===== config.mk =====
export PLATFORM = sky130hd
export DESIGN_NAME = avst_word_sink
export DESIGN_NICKNAME = d
export VERILOG_FILES = /design/src/rtl/avst_word_sink.sv
export SDC_FILE = /design/constraint.sdc
export NUM_CORES = 1
export LEC_CHECK = 0
export CAP_MARGIN = 40
export CORE_UTILIZATION = 40
export DETAILED_ROUTE_END_ITERATION = 8
export SYNTH_ARGS = -nofsm -noshare
export SYNTH_HDL_FRONTEND = slang
export SYNTH_SLANG_ARGS = --single-unit

===== constraint.sdc =====
create_clock -name clk -period 6.5 [get_ports clk]
set_input_delay 0.975 -clock clk [delete_from_list [all_inputs] [get_ports clk]]
set_output_delay 0.975 -clock clk [all_outputs]
set_load 0.03 [all_outputs]

===== src/rtl/avst_word_sink.sv =====
// Avalon-ST byte sink that packs 4-byte packets into MSB-first 32-bit words.
// Define AVST_WORD_SINK_LEN_CHECK_EN to reject packets whose length is not 4 bytes.
module avst_word_sink #(
    parameter int CNT_W = 16
) (
    input  logic             clk,
    input  logic             reset,
    input  logic [7:0]       data_in,
    input  logic             end_in,
    input  logic             valid_in,
    output logic             ready_in,
    output logic [31:0]      word_out,
    output logic             word_valid,
    input  logic             word_ready,
    output logic             len_err,
    output logic [CNT_W-1:0] pkt_count
);

    // state   | meaning
    // COLLECT | shifting accepted bytes into acc
    // HOLD    | word_out presented, waiting for downstream handshake
    // DRAIN   | oversize packet, discarding bytes until end_in
    typedef enum logic [1:0] {
        COLLECT = 2'd0,
        HOLD    = 2'd1,
        DRAIN   = 2'd2
    } state_t;

    state_t      state, state_nx;
    logic [23:0] acc, acc_nx;
    logic [2:0]  byte_cnt, cnt_nx;
    logic [2:0]  byte_total;
    logic [31:0] word_nx;
    logic        wvalid_nx;
    logic        err_nx;
    logic        pkt_inc;
    logic        accept;

    assign accept     = valid_in && ready_in;
    assign byte_total = (byte_cnt == 3'd7) ? 3'd7 : byte_cnt + 3'd1;

    always_comb begin
        state_nx  = state;
        acc_nx    = acc;
        cnt_nx    = byte_cnt;
        word_nx   = word_out;
        wvalid_nx = word_valid;
        err_nx    = 1'b0;
        pkt_inc   = 1'b0;
        case (state)
            COLLECT: begin
                if (accept) begin
                    if (end_in) begin
                        acc_nx = '0;
                        cnt_nx = '0;
`ifdef AVST_WORD_SINK_LEN_CHECK_EN
                        if (byte_total == 3'd4) begin
                            word_nx   = {acc, data_in};
                            wvalid_nx = 1'b1;
                            state_nx  = HOLD;
                        end else begin
                            err_nx = 1'b1;
                        end
`else
                        // Short packets come out zero-extended, long ones keep the last 4 bytes.
                        word_nx   = {acc, data_in};
                        wvalid_nx = 1'b1;
                        state_nx  = HOLD;
`endif
                    end else begin
`ifdef AVST_WORD_SINK_LEN_CHECK_EN
                        if (byte_total == 3'd5) begin
                            err_nx   = 1'b1;
                            acc_nx   = '0;
                            cnt_nx   = '0;
                            state_nx = DRAIN;
                        end else begin
                            acc_nx = {acc[15:0], data_in};
                            cnt_nx = byte_total;
                        end
`else
                        acc_nx = {acc[15:0], data_in};
                        cnt_nx = byte_total;
`endif
                    end
                end
            end
            HOLD: begin
                if (word_ready) begin
                    wvalid_nx = 1'b0;
                    pkt_inc   = 1'b1;
                    state_nx  = COLLECT;
                end
            end
            DRAIN: begin
                if (accept && end_in) begin
                    state_nx = COLLECT;
                end
            end
            default: begin
                state_nx = COLLECT;
            end
        endcase
    end

    // ready_in is registered from the next state so it never sees word_ready combinationally.
    always_ff @(posedge clk or posedge reset) begin
        if (reset) begin
            state      <= COLLECT;
            acc        <= '0;
            byte_cnt   <= '0;
            ready_in   <= 1'b1;
            word_out   <= '0;
            word_valid <= 1'b0;
            len_err    <= 1'b0;
            pkt_count  <= '0;
        end else begin
            state      <= state_nx;
            acc        <= acc_nx;
            byte_cnt   <= cnt_nx;
            ready_in   <= (state_nx != HOLD);
            word_out   <= word_nx;
            word_valid <= wvalid_nx;
            len_err    <= err_nx;
            if (pkt_inc) begin
                pkt_count <= pkt_count + 1'b1;
            end
        end
    end

endmodule


==> flow_metrics.env <==
export IMPL_hp_class="reg -> reg"
export IMPL_crit_buf_inv=2
export IMPL_rsz0062_at_grt="no"
export IMPL_critPathKind="in -> reg"
export IMPL_cp_arrival_ps=3200
export IMPL_place_gp_congestion=0.719
export IMPL_pwr_share_clk_pct=26.6
export IMPL_min_period_over_period_pct=45.9
export IMPL_yosys_area_share_simple_pct=13.8
export IMPL_p_per_area_nw_per_um2=380
export IMPL_min_period_ps=2980
export IMPL_htreeDepth=3
export IMPL_cts_tree="yes"
export IMPL_vias=1907
export IMPL_max_cap_violations=0
export IMPL_status="completed"
export IMPL_dieHeight_um=91.1
export IMPL_grt_pass1_vias=1956
export IMPL_switching_power_w=0.000496
export IMPL_area_growth_pct=31.0
export IMPL_power_switching_share_pct=31.3
export IMPL_diodes=0
export IMPL_grt_total_usage_pct=14.7
export IMPL_setup_violations=0
export IMPL_cp_startpoint="end_in"
export IMPL_layoutNonFillerInstCount=418
export IMPL_synth_top_family_by_area="multiplexers"
export IMPL_ys_seq_area_share_pct=59.9
export IMPL_cts_sinks=76
export IMPL_synth_seq_cells=76
export IMPL_start_util_pct=41.3
export IMPL_fmax_mhz=335
export IMPL_drive_above_1_share_pct=18.0
export IMPL_grt_pass1_wl_mm=9.52
export IMPL_drt_iter0_markers=91
export IMPL_hold_buffers=0
export IMPL_core_area_um2=7690
export IMPL_syn_inst=247
export IMPL_synth_fa_ha_area_share_pct=0.394
export IMPL_cp_start_kind="input pin"
export IMPL_fin_util_pct=54.1
export IMPL_tns_ps=0
export IMPL_slew_headroom_pct=46.5
export IMPL_synth_mux_area_share_pct=14.7
export IMPL_viasPerCell=4.56
export IMPL_critical_path_top_delay_family="buffers and inverters"
export IMPL_finalHoldViolations=0
export IMPL_worst_pin_slew_ps=800
export IMPL_power_share_combinational_pct=31.8
export IMPL_clock_skew_ps=6.66
export IMPL_endpoint_kind="flop"
export IMPL_overflow=0
export IMPL_clkTransAtPathRegs_ps=80
export IMPL_antenna_found_initial=0
export IMPL_synth_distinct_cells=27
export IMPL_crit_path_max_fanout=26
export IMPL_grt_max_degree=62
export IMPL_clock_latency_ps=330
export IMPL_holdCritStartpoint="pkt_count[15]"
export IMPL_r2r_start="state[0]"
export IMPL_numCtsBuffers=9
export IMPL_internal_power_w=0.00109
export IMPL_portBuffers=62
export IMPL_path_cells="clkdlybuf4s50_1 > nand4_4 > buf_16 > mux2_4"
export IMPL_leakage_nw=1.93
export IMPL_synth_warnings=0
export IMPL_drv_slew=0
export IMPL_crit_slowest_cell="clkdlybuf4s50_1"
export IMPL_syn_cell_area_um2=3180
export IMPL_cp_required_ps=6720
export IMPL_max_stage_delay_ps=990
export IMPL_clock_tree_buffer_depth=2
export IMPL_route_detailed_drc=0
export IMPL_wire_per_inst_um=12.9
export IMPL_nNetsFinal=326
export IMPL_synth_compound_area_share_pct=4.29
export IMPL_ios=64
export IMPL_cts_resized=0
export IMPL_cts_root_buf="clkbuf_8"
export IMPL_dpl_cell_count=403
export IMPL_synth_xor_area_share_pct=4.14
export IMPL_mappedNetlistNets=261
export IMPL_die_area_um2=8300
export IMPL_routed_wl_mm=5.40
export IMPL_dr_pass1_iters=4
export IMPL_seq_area_um2=1900
export IMPL_multi_input_area_um2=1190
export IMPL_rows=32
export IMPL_p_seq_share_pct=41.6
export IMPL_peakVddDrop_mv=0.240
export IMPL_nFillCells=715
export IMPL_p_total_w=0.00158
export IMPL_dp_hpwl_mm=3.57
export IMPL_ant_nets=0
export IMPL_die_w_um=91.1
export IMPL_post_cts_buffers=0
export IMPL_syn_area_per_cell_um2=12.9
==> cells in the mapped netlist, drive strengths merged <==
library cell,count,share of area [%]
nand3b,1,0.63
nor2,5,0.75
xor2,3,0.83
dfstp,1,0.83
o21a,1,0.24
conb,1,0.12
nand4,6,1.7
dfrtp,75,59
buf,7,1.8
xnor2,12,3.3
and4,1,0.28
mux2,32,15
nand2b,24,4.7
o21ai,24,3.8
ha,1,0.39
nand2,34,4.0
clkbuf,4,0.47
and3,3,0.59
inv,4,0.47
nand3,6,0.95
a311oi,1,0.28
nor3,1,0.16
==> cell usage in the layout, fill, tap and decap left out, types with 2 or more instances in the layout <==
cell type	n
buf_16	2
xor2_1	3
nand3_1	5
clkbuf_8	10
dfrtp_1	75
inv_1	3
nor2_2	2
mux2_4	28
nand2b_1	24
nand2_1	34
xnor2_1	12
o21ai_0	24
and3_1	3
nand4_1	5
clkinv_2	3
clkdlybuf4s50_1	62
nor2_1	3
mux2_2	4
bufinv_16	3
==> cell families (layout without fill, tap and decap cells) <==
group	after synthesis	in the layout
buffers and inverters	15	84
xor gates and xnor gates	15	15
muxes	32	32
AOI/OAI and AO/OA	26	26
DFF	76	76
other	1	1
and+or+nand+nor	81	81
adders and majority gates	1	1
==> final cells by class <==
type                            count  share of cell area [%]
Timing Repair Buffer               65                    16.4
Sequential cell                    76                    45.8
Multi-Input combinational cell    156                    28.6
Clock inverter                      5                    2.41
Inverter                            4                   0.391
Tap cell                          102                    3.07
Clock buffer                       10                    3.31
==> flip-flops by register name, summed over array words and instances, names as in the netlist <==
signal      flops
acc            24
word_valid      1
state           2
ready_in        1
pkt_count      16
word_out       32
==> power by group through the flow <==
stage / clock network, W / registers [W] / logic (W)
detailed placement: 0 / 0.000664 / 0.000509
global route: 0.000462 / 0.000674 / 0.000534
CTS: 0.000434 / 0.000659 / 0.000509
global placement: 0 / 0.000667 / 0.000496
floorplan: 0 / 0.000804 / 0.000166
finish: 0.000421 / 0.000658 / 0.000502
==> through the flow <==
stage          setup slack (ps)  hold WS, ps  cell area [um2]
3_5_place_dp               3090          467             3920
5_1_grt                    3290          495             4160
2_1_floorplan              3590          450             3180
4_1_cts                    3450          480             4160
6_report                   3520          477             4160
3_3_place_gp               2940          458             3870
==> worst reg2reg max path, delay by kind of cell (launching register included) <==
family        cells  cell delay, ps
mux               1             310
buf+inv           1             360
simple gates      2             620
flops             1             460
==> final timing paths <==
| check | cells past startpoint | endpoint | slack, ps |
|---|---|---|---|
| max | 4 | word_out[2] | 3520 |
| min | 1 | pkt_count[15] | 480 |
| max reg2reg | 4 | word_out[2] | 4640 |
| min reg2reg | 1 | pkt_count[15] | 480 |
| max in group asynchronous | 4 | ready_in | 4950 |
| min in group asynchronous | 3 | pkt_count[12] | 950 |
==> per-layer routing <==
layer	vias up	GRT usage, %	part of all wire (%)
met5	-	0	0
met4	0	7.14	1.6
met3	10	3.69	4.3
met2	54	21.3	43
met1	886	20.6	51
li1	957	-	-
No activity file was read; power rests on OpenSTA's default activity.
